$ cat config.mk
export PLATFORM = sky130hd
export DESIGN_NAME = score_bcd_scanner_flat
export DESIGN_NICKNAME = d
export VERILOG_FILES = /design/src/rtl/score_bcd_scanner_pkg.sv /design/src/rtl/score_bcd_scanner_if.sv /design/src/rtl/score_bcd_scanner_bin2bcd_seq.sv /design/src/rtl/score_bcd_scanner.sv /design/src/flat_wrapper.sv
export SDC_FILE = /design/constraint.sdc
export NUM_CORES = 1
export LEC_CHECK = 0
export ABC_AREA = 1
export BUFFER_PORTS_ARGS = -buffer_cell sky130_fd_sc_hd__buf_2
export CORE_UTILIZATION = 26
export CTS_CLUSTER_SIZE = 8
export DETAILED_ROUTE_END_ITERATION = 8
export GPL_ROUTABILITY_DRIVEN = 1
export GPL_TIMING_DRIVEN = 0
export HOLD_SLACK_MARGIN = 0.06
export RECOVER_POWER = 50
export SYNTH_ARGS = -nofsm -noshare
export SYNTH_HDL_FRONTEND = slang
export SYNTH_SLANG_ARGS = --single-unit
$ cat constraint.sdc
create_clock -name clk -period 5.24 [get_ports clk]
set_input_delay 1.048 -clock clk [delete_from_list [all_inputs] [get_ports clk]]
set_output_delay 1.048 -clock clk [all_outputs]
set_load 0.02 [all_outputs]
$ cat src/rtl/score_bcd_scanner_pkg.sv
// Shared constants, FSM state type and the double-dabble nibble adjust used by
// the score BCD scanner.
package score_bcd_scanner_pkg;

  localparam int unsigned NUM_DIGITS = 4;
  localparam logic [3:0]  BCD_BLANK  = 4'hF;
  localparam int unsigned BCD_MAX    = 9999;
  localparam logic [3:0]  AN_IDLE    = 4'b1110;

  typedef enum logic [1:0] {
    StIdle,
    StShift,
    StUpdate
  } conv_state_e;

  // Add 3 to every nibble that is >= 5, ahead of the next left shift.
  function automatic logic [15:0] dd_adjust(input logic [15:0] b);
    logic [15:0] r;
    r = b;
    for (int i = 0; i < NUM_DIGITS; i++) begin
      if (b[i*4 +: 4] >= 4'd5) r[i*4 +: 4] = b[i*4 +: 4] + 4'd3;
    end
    return r;
  endfunction

endpackage

$ cat src/rtl/score_bcd_scanner_if.sv
// Score load handshake plus the multiplexed BCD/anode display bus.
interface score_bcd_scanner_if #(
  parameter int unsigned BIN_W = 14
);
  logic [BIN_W-1:0] bin_in;
  logic             load;
  logic             busy;
  logic             overflow;
  logic [3:0]       bcd_out;
  logic [3:0]       an;

  modport master (output bin_in, load, input busy, overflow, bcd_out, an);
  modport slave  (input bin_in, load, output busy, overflow, bcd_out, an);
endinterface

$ cat src/rtl/score_bcd_scanner_bin2bcd_seq.sv
// Sequential double-dabble: one shift per cycle for BIN_W cycles, then a
// single UPDATE cycle in which done is high and bcd holds the result.
module score_bcd_scanner_bin2bcd_seq
  import score_bcd_scanner_pkg::*;
#(
  parameter int unsigned BIN_W = 14
) (
  input  logic             clk,
  input  logic             rst,
  input  logic [BIN_W-1:0] bin_in,
  input  logic             load,
  output logic             busy,
  output logic             overflow,
  output logic [15:0]      bcd,
  output logic             done
);

  localparam int unsigned CW = $clog2(BIN_W + 1);

  conv_state_e      state_q;
  logic [BIN_W-1:0] bin_q;
  logic [15:0]      bcd_q;
  logic [CW-1:0]    cnt_q;
  logic             busy_q;
  logic             ovf_q;

  always_ff @(posedge clk or posedge rst) begin
    if (rst) begin
      state_q <= StIdle;
      bin_q   <= '0;
      bcd_q   <= '0;
      cnt_q   <= '0;
      busy_q  <= 1'b0;
      ovf_q   <= 1'b0;
    end else begin
      unique case (state_q)
        StIdle: begin
          if (load) begin
            bin_q   <= (32'(bin_in) > BCD_MAX) ? BIN_W'(BCD_MAX) : bin_in;
            bcd_q   <= '0;
            cnt_q   <= '0;
            ovf_q   <= (32'(bin_in) > BCD_MAX);
            busy_q  <= 1'b1;
            state_q <= StShift;
          end
        end
        StShift: begin
          {bcd_q, bin_q} <= {dd_adjust(bcd_q), bin_q} << 1;
          cnt_q          <= cnt_q + 1'b1;
          if (cnt_q == CW'(BIN_W - 1)) state_q <= StUpdate;
        end
        StUpdate: begin
          busy_q  <= 1'b0;
          state_q <= StIdle;
        end
        default: state_q <= StIdle;
      endcase
    end
  end

  assign busy     = busy_q;
  assign overflow = ovf_q;
  assign bcd      = bcd_q;
  // Combinational so the display copy lands on the UPDATE edge itself.
  assign done     = (state_q == StUpdate);

endmodule

$ cat src/rtl/score_bcd_scanner.sv
// Score to 4-digit BCD converter feeding a time-multiplexed 7-segment digit
// scanner with optional leading-zero blanking.
module score_bcd_scanner
  import score_bcd_scanner_pkg::*;
#(
  parameter int unsigned BIN_W       = 14,
  parameter int unsigned REFRESH_DIV = 100000,
  parameter bit          BLANK_LZ    = 1'b1
) (
  input  logic               clk,
  input  logic               rst,
  score_bcd_scanner_if.slave bus
);

  localparam int unsigned PW = $clog2(REFRESH_DIV);

  logic          conv_busy;
  logic          conv_ovf;
  logic          conv_done;
  logic [15:0]   conv_bcd;

  logic [15:0]   disp_q;
  logic [PW-1:0] presc_q;
  logic [1:0]    idx_q;
  logic [3:0]    an_q;
  logic [3:0]    bcd_out_q;

  logic [3:0]    lz;
  logic [3:0]    digit;
  logic [3:0]    shown;

  score_bcd_scanner_bin2bcd_seq #(
    .BIN_W(BIN_W)
  ) u_conv (
    .clk     (clk),
    .rst     (rst),
    .bin_in  (bus.bin_in),
    .load    (bus.load),
    .busy    (conv_busy),
    .overflow(conv_ovf),
    .bcd     (conv_bcd),
    .done    (conv_done)
  );

  // lz[k]: digit k and all more-significant digits are zero; units never blank.
  always_comb begin
    lz    = '0;
    lz[3] = (disp_q[15:12] == 4'd0);
    lz[2] = lz[3] && (disp_q[11:8] == 4'd0);
    lz[1] = lz[2] && (disp_q[7:4] == 4'd0);
    lz[0] = 1'b0;
    digit = disp_q[{idx_q, 2'b00} +: 4];
    shown = (BLANK_LZ && lz[idx_q]) ? BCD_BLANK : digit;
  end

  always_ff @(posedge clk or posedge rst) begin
    if (rst) begin
      disp_q    <= '0;
      presc_q   <= '0;
      idx_q     <= '0;
      an_q      <= AN_IDLE;
      bcd_out_q <= '0;
    end else begin
      if (conv_done) disp_q <= conv_bcd;
      if (presc_q == PW'(REFRESH_DIV - 1)) begin
        presc_q <= '0;
        idx_q   <= idx_q + 2'd1;
      end else begin
        presc_q <= presc_q + 1'b1;
      end
      an_q      <= ~(4'b0001 << idx_q);
      bcd_out_q <= shown;
    end
  end

  assign bus.busy     = conv_busy;
  assign bus.overflow = conv_ovf;
  assign bus.an       = an_q;
  assign bus.bcd_out  = bcd_out_q;

endmodule

$ cat src/flat_wrapper.sv
// flat-port wrapper written by rule: the top's interface ports become plain ports
module score_bcd_scanner_flat import score_bcd_scanner_pkg::*;
#(
  parameter int unsigned BIN_W       = 14,
  parameter int unsigned REFRESH_DIV = 100000,
  parameter bit          BLANK_LZ    = 1'b1
)
  (clk, rst, bus_bin_in, bus_load, bus_busy, bus_overflow, bus_bcd_out, bus_an);
  score_bcd_scanner_if #(.BIN_W(BIN_W)) bus_i ();
  input  logic clk;
  input  logic rst;
  input wire logic [$bits(bus_i.bin_in)-1:0] bus_bin_in;
  input wire logic [$bits(bus_i.load)-1:0] bus_load;
  output wire logic [$bits(bus_i.busy)-1:0] bus_busy;
  output wire logic [$bits(bus_i.overflow)-1:0] bus_overflow;
  output wire logic [$bits(bus_i.bcd_out)-1:0] bus_bcd_out;
  output wire logic [$bits(bus_i.an)-1:0] bus_an;
  assign bus_i.bin_in = bus_bin_in;
  assign bus_i.load = bus_load;
  assign bus_busy = bus_i.busy;
  assign bus_overflow = bus_i.overflow;
  assign bus_bcd_out = bus_i.bcd_out;
  assign bus_an = bus_i.an;
  score_bcd_scanner #(.BIN_W(BIN_W), .REFRESH_DIV(REFRESH_DIV), .BLANK_LZ(BLANK_LZ)) u_core (.clk(clk), .rst(rst), .bus(bus_i));
endmodule
Yosys cells after proc, flatten, opt, wreduce, memory -nomap -nowiden
Cells that the tools add are included.
{"block": "totals", "regBits": 81, "in_bits": 17, "output_inout_bits": 10, "elab_cells": 65}
{"block": "classes", "addsub": 7, "order_cmp": 6, "n_eq_ne": 6, "n_shift": 2, "mux": 20, "bitwise": 1, "reduce_logical": 12}
{"cell": "16-bit case mux with 2 select lines", "count": 1}
{"cell": "14-bit two-way mux", "count": 2}
{"cell": "14-bit case mux with 2 select lines", "count": 1}
{"cell": "4-bit two-way mux", "count": 5}
{"cell": "17-bit by 1-bit adder with 17-bit output, second input constant", "count": 1}
{"cell": "17-bit equality test, second input constant", "count": 1}
{"cell": "17-bit two-way mux", "count": 1}
{"cell": "4-bit by 3-bit greater-or-equal comparator with 1-bit output, second input constant", "count": 4}
{"cell": "16-bit two-way mux", "count": 1}
{"cell": "16-bit by 5-bit indexed part select with 4-bit output", "count": 1}
{"cell": "14-bit > comparator, second input constant", "count": 1}
{"cell": "4-bit by 2-bit adder with 4-bit output, second input constant", "count": 3}
{"cell": "4-bit logical NOT", "count": 3}
{"cell": "4-bit case mux with 2 select lines", "count": 1}
{"cell": "2-bit AND reduction", "count": 4}
{"cell": "4-bit by 1-bit adder with 4-bit output, second input constant", "count": 1}
{"cell": "4-bit equality test, second input constant", "count": 1}
{"cell": "2-bit two-way mux", "count": 2}
{"cell": "2-bit inequality test, second input constant", "count": 2}
{"cell": "4-bit NOT", "count": 1}
{"cell": "2-bit case mux with 2 select lines", "count": 1}
{"cell": "2-bit nonzero test", "count": 2}
{"cell": "1-bit by 2-bit << shifter with 4-bit output, first input constant", "count": 1}
{"cell": "3-bit by 2-bit adder with 3-bit output, second input constant", "count": 1}
{"cell": "other kinds (10)", "count": 12}

Longest topological paths before layout
Gate-level depths: netlist of run 1.
{"block": "logic_depth", "ltp_word": 6, "ltp_mapped": 9, "depth_no_buf": 9}

Modules after synthesis
Synthesis of run 1 repeated with hierarchy kept, for this count alone.
{"block": "unflattened", "hier_cells": 498, "hier_area_um2": 4152.7}
{"module": "score_bcd_scanner_bin2bcd_seq", "instances": 1, "cells_per_inst": 261, "area_per_inst_um2": 2089.5, "seq_area_each_um2": 950.9}
{"module": "score_bcd_scanner", "instances": 1, "cells_per_inst": 237, "area_per_inst_um2": 2063.2, "seq_area_each_um2": 1079.8}

Worst setup path before layout of run 1
No wires, ideal clock.
{"block": "synth_path", "path_kind": "input-to-reg", "startpoint": "input bus_bin_in[5]", "endpoint": "register u_core.u_conv.bin_q[1]", "setup_time_ps": 116, "t_arrival_ps": 1652, "t_required_ps": 5124, "setup_slack_ps": 3472, "cell_stages": 9, "n_path_buf": 1, "cell_sequence": "nor2_1 > nand2_1 > nand2_1 > nand2_1 > nand2_1 > buf_2 > nand2_1 > nand2_1 > nand2_1"}
{"block": "synth_between", "elab_chain_cells": 4}
{"element": "start, declared", "line_no": "flat_wrapper.sv:12", "source": "input wire logic [$bits(bus_i.bin_in)-1:0] bus_bin_in;"}
{"element": "14-bit > comparator", "line_no": "score_bcd_scanner_bin2bcd_seq.sv:39", "source": "bin_q <= (32'(bin_in) > BCD_MAX) ? BIN_W'(BCD_MAX) : bin_in;"}
{"element": "14-bit two-way mux", "line_no": "score_bcd_scanner_bin2bcd_seq.sv:39"}
{"element": "14-bit two-way mux", "line_no": "score_bcd_scanner_bin2bcd_seq.sv:38", "source": "if (load) begin"}
{"element": "14-bit case mux with 2 select lines", "line_no": "score_bcd_scanner_bin2bcd_seq.sv:36", "source": "unique case (state_q)"}
{"element": "end signal, assigned", "line_no": "score_bcd_scanner_bin2bcd_seq.sv:39"}
{"element": "end signal, assigned", "line_no": "score_bcd_scanner_bin2bcd_seq.sv:48", "source": "{bcd_q, bin_q} <= {dd_adjust(bcd_q), bin_q} << 1;"}
{"element": "end, declared", "line_no": "score_bcd_scanner_bin2bcd_seq.sv:21", "source": "logic [BIN_W-1:0] bin_q;"}
Every way passes these cells. The select of a mux whose other input is x is not followed.
A chain may end at the register's enable or synchronous reset.

Worst setup path after layout of run 1
{"block": "layout_path", "startpoint": "register u_core.an_q[1] (netlist: u_core.bus.an[1])", "endpoint": "output bus_an[1]"}
{"element": "start, declared", "line_no": "score_bcd_scanner.sv:25", "source": "logic [3:0] an_q;"}
{"element": "start signal, assigned", "line_no": "score_bcd_scanner.sv:71", "source": "an_q <= ~(4'b0001 << idx_q);"}
{"element": "end, declared", "line_no": "flat_wrapper.sv:17", "source": "output wire logic [$bits(bus_i.an)-1:0] bus_an;"}
No word-level cell between the ends.

==> flow_metrics.py, run 1 <==
metrics = {
    "clocking": {
        "clk_latency_ns": 0.34,
        "cts_tree": "done",
        "cts.hold.buffers_added": 0,
        "clock_path_buffers": 2,
        "htreeDepth": 3,
        "cts_made_buffers": 9,
        "cts.sinks": 81,
        "cts-root-buf": "clkbuf_16",
        "post_cts_buffers": 0,
        "clk_transition_reported_paths_ns": 0.06,
        "cts_resized": 0,
    },
    "final_layout": {
        "drive_above_1_share_pct": 10.69,
        "stdcell_count": 763,
        "layout.nets": 581,
        "syn_to_final_growth_pct": 18.11,
        "insertedDiodeCount": 0,
    },
    "routing": {
        "drt_wl_total_um": 8308,
        "first_iter_violations": 189,
        "viasPerCell": 4.185,
        "wl_per_cell_um": 10.89,
        "drtPass1Iterations": 4,
        "num_vias": 3193,
        "ant_nets": 0,
        "drc": 0,
    },
    "die": {
        "die_y_um": 127.1,
        "core_um2": 15260,
        "fp-row-count": 45,
        "die_width_um": 127.1,
        "initial_core_util_pct": 26.67,
        "ios": 27,
        "die_area_um2": 16150,
    },
    "setup_path": {
        "path_depth": 1,
        "arrival_ns": 0.98,
        "critPathCaptureType": "output port",
        "worst_setup_path_start_kind": "register",
        "reg2reg_depth": 4,
        "r2r_start": "u_core.u_conv.state_q[0]$_DFFE_PP0P_",
        "critPathMaxFanout": 1,
        "r2r_slack_ns": 3.57,
        "crit_required_ns": 4.19,
        "path_delay_family": "flip-flops",
        "worst_path_max_delay_cell": "dfstp_2",
        "critPathMaxStageDelay_ns": 0.51,
        "r2r_end": "u_core.disp_q[7]$_DFFE_PP0P_",
        "cp.buffers_inverters": 1,
        "critPathKind": "reg -> out",
        "cp_cell_sequence": "buf_2",
    },
    "power": {
        "ir_drop_mv": 0.2013,
        "clkPwrFrac_pct": 28.5,
        "power_frac_comb_pct": 31.5,
        "power_frac_seq_pct": 40.0,
        "leakagePower_nw": 2.387,
        "power_switching_uw": 873.8,
        "p_int_mw": 1.622,
        "powerDensity_nw_per_um2": 519.4,
        "switching_share_pct": 35.01,
    },
    "sta": {
        "grt_setup_unrepaired": "false",
        "slew-limit-headroom_pct": 11.13,
        "fmax_mhz": 492.4,
        "clock_skew_ns": 0.009860,
        "setup_tns_ns": 0,
        "maxSlewViolCount": 0,
        "worst_slew_pin_slew_ns": 1.326,
        "period_needed_ns": 2.031,
        "fin_crit_sh_pct": 38.76,
        "setup-violations-final": 0,
        "hold_violations": 0,
    },
    "yosys": {
        "yosysMostFrequentCell": "nand2_1",
        "netlist.area_leader.share_pct": 47.97,
        "synth_common_cells": "nand2_1, dfrtp_1, nor2_1",
        "synthFlopType": "dfrtp_1",
        "syn_area_um2": 4069,
        "synthMuxAreaShare_pct": 0,
        "synth-seq-cells": 81,
        "synth.area.top_cells": "dfrtp_1, nand2_1, nor2_1",
        "syn_nets": 543,
        "synth-edff-count": 0,
        "synth.distinct_cells": 30,
        "synth_compound_area_share_pct": 10.18,
        "ys_seq_area_share_pct": 49.91,
        "synth_top_area_cell": "dfrtp_1",
        "synth-adder-area-share_pct": 4.613,
        "ys_warn_count": 0,
        "synth_top_family_by_area": "simple AND/OR/NAND/NOR gates",
        "yosys.area_share.simple_pct": 24.63,
        "ys_async_sr_fraction_pct": 100.0,
        "synth_xor_xnor_area_share_pct": 2.798,
        "syn_inst": 511,
        "synth_area_per_cell_um2": 7.963,
    },
    "outcome": {
        "status": "finished, final reports clean",
    },
    "worst_hold_path": {
        "worstHoldStart": "u_core.u_conv.bcd[5]$_DFFE_PP0P_",
        "whs_path_depth": 2,
        "hold_path_class": "reg -> reg",
        "hold_end": "u_core.u_conv.bcd[5]$_DFFE_PP0P_",
    },
    "global_routing": {
        "grt_pass1_wl_um": 14840,
        "grt-ovfl-total": 0,
        "antenna_found_initial": 0,
        "first_global_vias": 3146,
        "grt_max_degree": 54,
        "track_usage_pct": 11.51,
    },
    "placement": {
        "port_buffers": 26,
        "gp_congestion": 0.7965,
        "dp_cells": 749,
        "place_hpwl_um": 5915,
    },
    "flow_run": {
        "maxCapViolCount": 0,
    },
}
## layout by cell type, fill, tap and decap left out, types with 2 or more instances in the layout
| master | synthesis | final |
|---|---|---|
| nand4_1 | 3 | 3 |
| buf_2 | 5 | 30 |
| o22ai_1 | 11 | 11 |
| nand3_1 | 24 | 24 |
| dfstp_2 | 3 | 3 |
| o21bai_1 | 2 | 2 |
| o21ai_0 | 46 | 46 |
| bufinv_16 | 0 | 3 |
| dfrtp_1 | 78 | 78 |
| nor2_1 | 75 | 77 |
| inv_2 | 2 | 2 |
| a22oi_1 | 4 | 4 |
| xor2_1 | 12 | 12 |
| o21ai_1 | 2 | 2 |
| inv_1 | 65 | 64 |
| nand2_1 | 138 | 139 |
| a21oi_1 | 9 | 9 |
| clkbuf_16 | 0 | 9 |
| ha_1 | 15 | 15 |
| clkbuf_1 | 1 | 3 |
| buf_4 | 2 | 2 |
## how the worst max path moves through the flow
stage                                               endpoint                  startpoint
after floorplan                   u_core.bus.an[0]$_DFF_PP0_                         rst
after global placement    u_core.u_conv.bin_q[4]$_DFFE_PP0P_                         rst
after detailed placement  u_core.u_conv.bin_q[3]$_DFFE_PP0P_                    bus_load
after CTS                                          bus_an[1]  u_core.bus.an[1]$_DFF_PP1_
after global routing                               bus_an[1]  u_core.bus.an[1]$_DFF_PP1_
final                                              bus_an[1]  u_core.bus.an[1]$_DFF_PP1_
## state kept, by name, indices dropped and copies added (netlist names)
signal / cells
u_core.u_conv.cnt_q: 4
u_core.bus.bcd_out: 4
u_core.u_conv.busy: 1
u_core.u_conv.bcd: 16
u_core.idx_q: 2
u_core.bus.an: 4
u_core.disp_q: 16
u_core.u_conv.bin_q: 14
u_core.u_conv.state_q: 2
u_core.presc_q: 17
u_core.u_conv.overflow: 1
## stage by stage
| stage | setup slack, ns | hold slack, ns | instance area [µm²] | power [mW] | util, % |
|---|---|---|---|---|---|
| final | 3.209 | 0.4772 | 4806 | 2.496 | 31.50 |
| after global routing | 3.167 | 0.5152 | 4806 | 2.713 | 31.50 |
| after CTS | 3.193 | 0.4811 | 4826 | 2.540 | 31.63 |
| after floorplan | 2.117 | 0.4478 | 4069 | 1.591 | - |
| after detailed placement | 3.197 | 0.4664 | 4493 | 1.809 | 29.45 |
| after global placement | 1.032 | 0.4643 | 4463 | 1.788 | 29.25 |
## routing by layer
metal  global-route usage [%]  vias up  wire, µm
met3                    2.973       10       289
met1                    15.10     1447      4226
met2                    18.33       54      3674
met4                    4.132        0       118
li1                         -     1682         -
met5                        0        -         0
## final cells by class
| type | count | area (µm²) |
|---|---|---|
| fill | 1648 | 10450 |
| sequential | 81 | 2031 |
| multi-input combinational | 351 | 1700 |
| tap | 211 | 264.0 |
| inverter | 69 | 261.5 |
| clock buffer | 11 | 242.7 |
| timing repair buffer | 27 | 157.7 |
| clock inverter | 3 | 90.09 |
| buffer | 10 | 58.81 |
## power groups by stage
| stage | sequential [mW] | clock [mW] | combinational [mW] |
|---|---|---|---|
| final | 0.998 | 0.712 | 0.786 |
| after global routing | 1.03 | 0.758 | 0.922 |
| after CTS | 1.00 | 0.734 | 0.803 |
| after detailed placement | 1.01 | 0 | 0.798 |
| after global placement | 1.01 | 0 | 0.780 |
| after floorplan | 0.992 | 0 | 0.599 |
## kinds of logic (layout without fill, tap and decap cells)
family	Yosys count	count (layout)
and+or+nand+nor	247	247
AOI/OAI and AO/OA	76	76
xor gates and xnor gates	13	13
adders and majority gates	15	15
DFF	81	81
buffers and inverters	79	120
(Power assumes the default switching activity.)
==> run 2: changes to the inputs <==
clock period = 2.1 ns   (was 5.24 ns; I/O delays follow)
==> run 2 against run 1 <==
  * Sequential power up 150%
  * Critical path type is now reg -> reg
  * Sequential cell count stayed put
  * Combinational power is 150% higher
  * Power rose by 140%
==> flow_metrics.py, run 2 (same netlist as run 1, synthesis figures left out) <==
metrics = {
    "sta": {
        "fin_crit_sh_pct": 76.60,
        "fmax_mhz": 621.6,
        "clock_skew_ns": 0.005724,
        "setup_ws_ns": 0.4913,
        "setup-violations-final": 0,
        "hold_violations": 0,
        "period_needed_ns": 1.609,
        "slew-limit-headroom_pct": 35.86,
        "maxSlewViolCount": 0,
        "hold_ws_ns": 0.2324,
        "setup_tns_ns": 0,
        "worst_slew_pin_slew_ns": 0.9568,
        "grt_setup_unrepaired": "false",
    },
    "die": {
        "core_um2": 15260,
        "die_area_um2": 16150,
        "ios": 27,
        "die_width_um": 127.1,
        "die_y_um": 127.1,
        "fp-row-count": 45,
        "initial_core_util_pct": 26.67,
    },
    "final_layout": {
        "multi_input_area_um2": 1710,
        "stdcell_count": 765,
        "seqCellArea_um2": 2031,
        "layout.cells.most_common_list": "nand2_1, dfrtp_1, nor2_1",
        "insertedDiodeCount": 0,
        "syn_to_final_growth_pct": 17.40,
        "final_core_util_pct": 31.31,
        "largest_reg_flops": 17,
        "largest_register": "u_core.presc_q",
        "drive_above_1_share_pct": 11.19,
        "layout.nets": 582,
        "fillCellCount": 1652,
        "final_common_cell": "nand2_1",
        "final_area_um2": 4777,
    },
    "global_routing": {
        "first_global_vias": 3080,
        "grt-ovfl-total": 0,
        "antenna_found_initial": 0,
        "grt_max_degree": 33,
        "track_usage_pct": 11.42,
        "grt_pass1_wl_um": 14630,
    },
    "placement": {
        "gp_congestion": 0.8098,
        "postPlaceCellArea_um2": 4507,
        "dp_worst_setup_slack_ns": 0.6145,
        "dp_cells": 750,
        "port_buffers": 26,
        "place_hpwl_um": 5986,
    },
    "clocking": {
        "post_cts_buffers": 0,
        "htreeDepth": 3,
        "cts.sinks": 81,
        "cts_made_buffers": 9,
        "clk_latency_ns": 0.33,
        "cts_tree": "done",
        "cts_resized": 0,
        "cts-root-buf": "clkbuf_16",
        "clock_path_buffers": 2,
        "cts.hold.buffers_added": 0,
        "clk_transition_reported_paths_ns": 0.06,
    },
    "setup_path": {
        "critPathCaptureType": "register",
        "critPathMaxFanout": 10,
        "r2r_end": "u_core.disp_q[0]$_DFFE_PP0P_",
        "arrival_ns": 1.83,
        "r2r_start": "u_core.u_conv.state_q[0]$_DFFE_PP0P_",
        "crit_end": "u_core.disp_q[0]$_DFFE_PP0P_",
        "crit_required_ns": 2.32,
        "critPathKind": "reg -> reg",
        "reg2reg_depth": 5,
        "worst_setup_path_start_kind": "register",
        "r2r_slack_ns": 0.49,
        "critPathLaunch": "u_core.u_conv.state_q[0]$_DFFE_PP0P_",
    },
    "power": {
        "power_mw": 6.115,
        "clkPwrFrac_pct": 27.2,
        "p_int_mw": 3.931,
        "switching_share_pct": 35.70,
        "powerDensity_nw_per_um2": 1280,
        "power_frac_comb_pct": 32.1,
        "power_frac_seq_pct": 40.7,
        "leakagePower_nw": 2.381,
        "ir_drop_mv": 0.5985,
        "power_switching_mw": 2.183,
    },
    "routing": {
        "ant_nets": 0,
        "num_vias": 3190,
        "drc": 0,
        "viasPerCell": 4.170,
        "wl_per_cell_um": 10.80,
        "drtPass1Iterations": 4,
        "first_iter_violations": 201,
        "drt_wl_total_um": 8264,
    },
    "outcome": {
        "status": "finished, final reports clean",
    },
    "flow_run": {
        "maxCapViolCount": 0,
    },
    "worst_hold_path": {
        "hold_path_class": "in -> async",
    },
}
[run 2: cell types whose count changed in the layout (fill, tap and decap cells not counted), sizes merged]
cell,change
clkbuf,+3
buf,-1
bufinv,-1
clkinv,+1
[run 2: worst min path at each step]
stage,cells past startpoint,slack (ns),startpoint,to
2_1_floorplan,2,0.45,u_core.disp_q[1]$_DFFE_PP0P_,u_core.disp_q[1]$_DFFE_PP0P_
3_3_place_gp,2,0.46,u_core.u_conv.bcd[15]$_DFFE_PP0P_,u_core.disp_q[15]$_DFFE_PP0P_
3_5_place_dp,2,0.47,u_core.u_conv.bin_q[9]$_DFFE_PP0P_,u_core.u_conv.bin_q[9]$_DFFE_PP0P_
4_1_cts,2,0.15,rst,u_core.u_conv.cnt_q[3]$_DFFE_PP0P_
5_1_grt,2,0.32,rst,u_core.u_conv.bcd[15]$_DFFE_PP0P_
6_report,2,0.23,rst,u_core.u_conv.cnt_q[3]$_DFFE_PP0P_
[run 2: power by group through the flow]
stage | logic [mW] | registers (mW) | clock network [mW]
6_report | 1.96 | 2.49 | 1.67
5_1_grt | 2.32 | 2.57 | 1.77
4_1_cts | 2.01 | 2.49 | 1.70
3_5_place_dp | 2.00 | 2.51 | 0
3_3_place_gp | 1.95 | 2.51 | 0
2_1_floorplan | 1.49 | 2.48 | 0
[run 2: final cells by class]
class                      instances  share of cell area, %
clock buffer                      12                  5.160
buffer                            10                  1.257
tap                              211                  5.526
multi-input combinational        351                  35.80
clock inverter                     3                  1.362
timing repair buffer              28                  2.907
inverter                          69                  5.474
sequential                        81                  42.51
[run 2: worst max-delay path: stages (launching register included)]
cell and delay, ns:
dfrtp_1 0.44, nor2_1 0.44, inv_1 0.22, buf_2 0.24
nand2_1 0.08, o21ai_0 0.07
[run 2: per-layer routing]
layer,routed length [µm],share of wire (%),global-route usage (%)
met5,0,0,0
met3,289,3.5,3.685
met2,3519,43,17.61
met1,4378,53,15.48
met4,76,0.92,2.731
==> run 3: changes to the inputs <==
clock period = 1.7 ns   (was 2.1 ns; I/O delays follow)
==> run 3 against run 2 <==
  * Worst setup slack worse by 0.28 ns
  * Final area is 0.79% higher
  * First-iteration DRC count is 4.0% higher
  * Sequential cell count stayed put
  * Worst hold slack worse by 0.028 ns
  * Clock skew hardly changed
  * Power is 24% higher
  * Non-clock buffer count stayed put
  * Sequential power is 24% higher
  * Critical path type unchanged
  * Critical endpoint is now u_core.presc_q[15]$_DFF_PP0_
  * Largest cell class unchanged
==> flow_metrics.py, run 3 (same netlist as run 1, synthesis figures left out) <==
metrics = {
    "setup_path": {
        "critPathLaunch": "u_core.presc_q[0]$_DFF_PP0_",
        "worst_setup_path_start_kind": "register",
        "arrival_ns": 1.71,
        "critPathMostFrequentCell": "nor2_1",
        "cp.buffers_inverters": 1,
        "critPathCaptureType": "register",
        "cp_cell_sequence": "ha_1, nand2_1, nor2_1, inv_1, nor2_1, nand2_1, nor2_1, nor2_1",
        "critPathMaxFanout": 4,
        "crit_required_ns": 1.92,
        "critPathKind": "reg -> reg",
        "path_delay_family": "simple AND/OR/NAND/NOR gates",
        "worst_path_max_delay_cell": "dfrtp_1",
        "r2r_start": "u_core.presc_q[0]$_DFF_PP0_",
        "critPathMaxStageDelay_ns": 0.38,
    },
    "final_layout": {
        "insertedDiodeCount": 0,
        "layout.cells.most_common_list": "nand2_1, dfrtp_1, nor2_1",
        "syn_to_final_growth_pct": 18.33,
        "layout.nets": 582,
        "drive_above_1_share_pct": 11.37,
        "final_area_um2": 4815,
        "final_core_util_pct": 31.55,
        "stdcell_count": 765,
        "largest_reg_flops": 17,
        "largest_register": "u_core.presc_q",
        "final_common_cell": "nand2_1",
    },
    "routing": {
        "wl_per_cell_um": 10.81,
        "drt_wl_total_um": 8266,
        "ant_nets": 0,
        "drtPass1Iterations": 4,
        "drc": 0,
        "viasPerCell": 4.170,
        "num_vias": 3190,
        "first_iter_violations": 209,
    },
    "die": {
        "die_area_um2": 16150,
        "ios": 27,
        "die_width_um": 127.1,
        "core_um2": 15260,
        "fp-row-count": 45,
        "die_y_um": 127.1,
        "initial_core_util_pct": 26.67,
    },
    "global_routing": {
        "met3_usage_pct": 3.685,
        "grt_use_met1_pct": 15.48,
        "first_global_vias": 3080,
        "grt-ovfl-total": 0,
        "grt_max_degree": 33,
        "grt_use_met2_pct": 17.61,
        "grt.busiest_layer": "met2",
        "grt_pass1_wl_um": 14630,
        "antenna_found_initial": 0,
        "track_usage_pct": 11.42,
    },
    "sta": {
        "hold_violations": 0,
        "period_needed_ns": 1.490,
        "setup_ws_ns": 0.2100,
        "clock_skew_ns": 0.005502,
        "grt_setup_unrepaired": "false",
        "setup_tns_ns": 0,
        "fin_crit_sh_pct": 87.65,
        "hold_ws_ns": 0.2039,
        "worst_slew_pin_slew_ns": 1.096,
        "fmax_mhz": 671.2,
        "slew-limit-headroom_pct": 26.51,
        "maxSlewViolCount": 0,
        "setup-violations-final": 0,
    },
    "placement": {
        "postPlaceCellArea_um2": 4507,
        "dp_cells": 750,
        "gp_congestion": 0.8098,
        "port_buffers": 26,
        "place_hpwl_um": 5986,
        "dp_worst_setup_slack_ns": 0.2145,
    },
    "flow_run": {
        "maxCapViolCount": 0,
    },
    "worst_hold_path": {
        "hold_path_class": "in -> async",
    },
    "power": {
        "leakagePower_nw": 2.392,
        "powerDensity_nw_per_um2": 1572,
        "power_mw": 7.571,
        "ir_drop_mv": 0.7393,
    },
    "clocking": {
        "clk_latency_ns": 0.33,
        "cts.hold.buffers_added": 0,
        "post_cts_buffers": 0,
        "cts_made_buffers": 9,
        "clock_path_buffers": 2,
        "clk_transition_reported_paths_ns": 0.06,
        "cts_resized": 0,
        "htreeDepth": 3,
        "cts_tree": "done",
        "cts-root-buf": "clkbuf_16",
        "cts.sinks": 81,
    },
    "outcome": {
        "status": "finished, final reports clean",
    },
}
-- run 3: changes by cell type in the layout (fill, tap and decap cells not counted) --
cell,before,now
clkbuf_2,3,1
nor2_4,1,2
buf_12,0,2
nor2_1,76,75
-- run 3: worst paths after layout --
check,end,slack [ns],depth (start not counted)
worst max-delay path,u_core.presc_q[15]$_DFF_PP0_,0.21,8
worst min-delay path,u_core.u_conv.cnt_q[3]$_DFFE_PP0P_,0.20,2
worst min register to register,u_core.u_conv.overflow$_DFFE_PP0P_,0.48,2
max in group asynchronous,u_core.bus.an[2]$_DFF_PP1_,0.78,3
worst max register to register,u_core.presc_q[15]$_DFF_PP0_,0.21,8
min in group clk,u_core.u_conv.bin_q[6]$_DFFE_PP0P_,0.25,3
-- run 3: power breakdown --
part           internal [mW]  switching, mW  leakage (nW)
combinational          0.945           1.49          1.24
sequential              2.60          0.473         0.994
clock                   1.32          0.742         0.153
-- run 3: routing by layer --
layer | share of wire, % | vias up | wire length (µm)
met1 | 53 | 1451 | 4366
met2 | 42 | 48 | 3507
met3 | 3.8 | 6 | 314
met4 | 0.92 | 0 | 76
met5 | 0 | - | 0
li1 | - | 1685 | -
-- run 3: final cells by class --
type | instances | area, µm²
Clock buffer | 12 | 246.5
Inverter | 69 | 261.5
Clock inverter | 3 | 65.06
Fill cell | 1647 | 10440
Timing Repair Buffer | 28 | 168.9
Multi-Input combinational cell | 351 | 1718
Sequential cell | 81 | 2031
Buffer | 10 | 60.06
Tap cell | 211 | 264.0
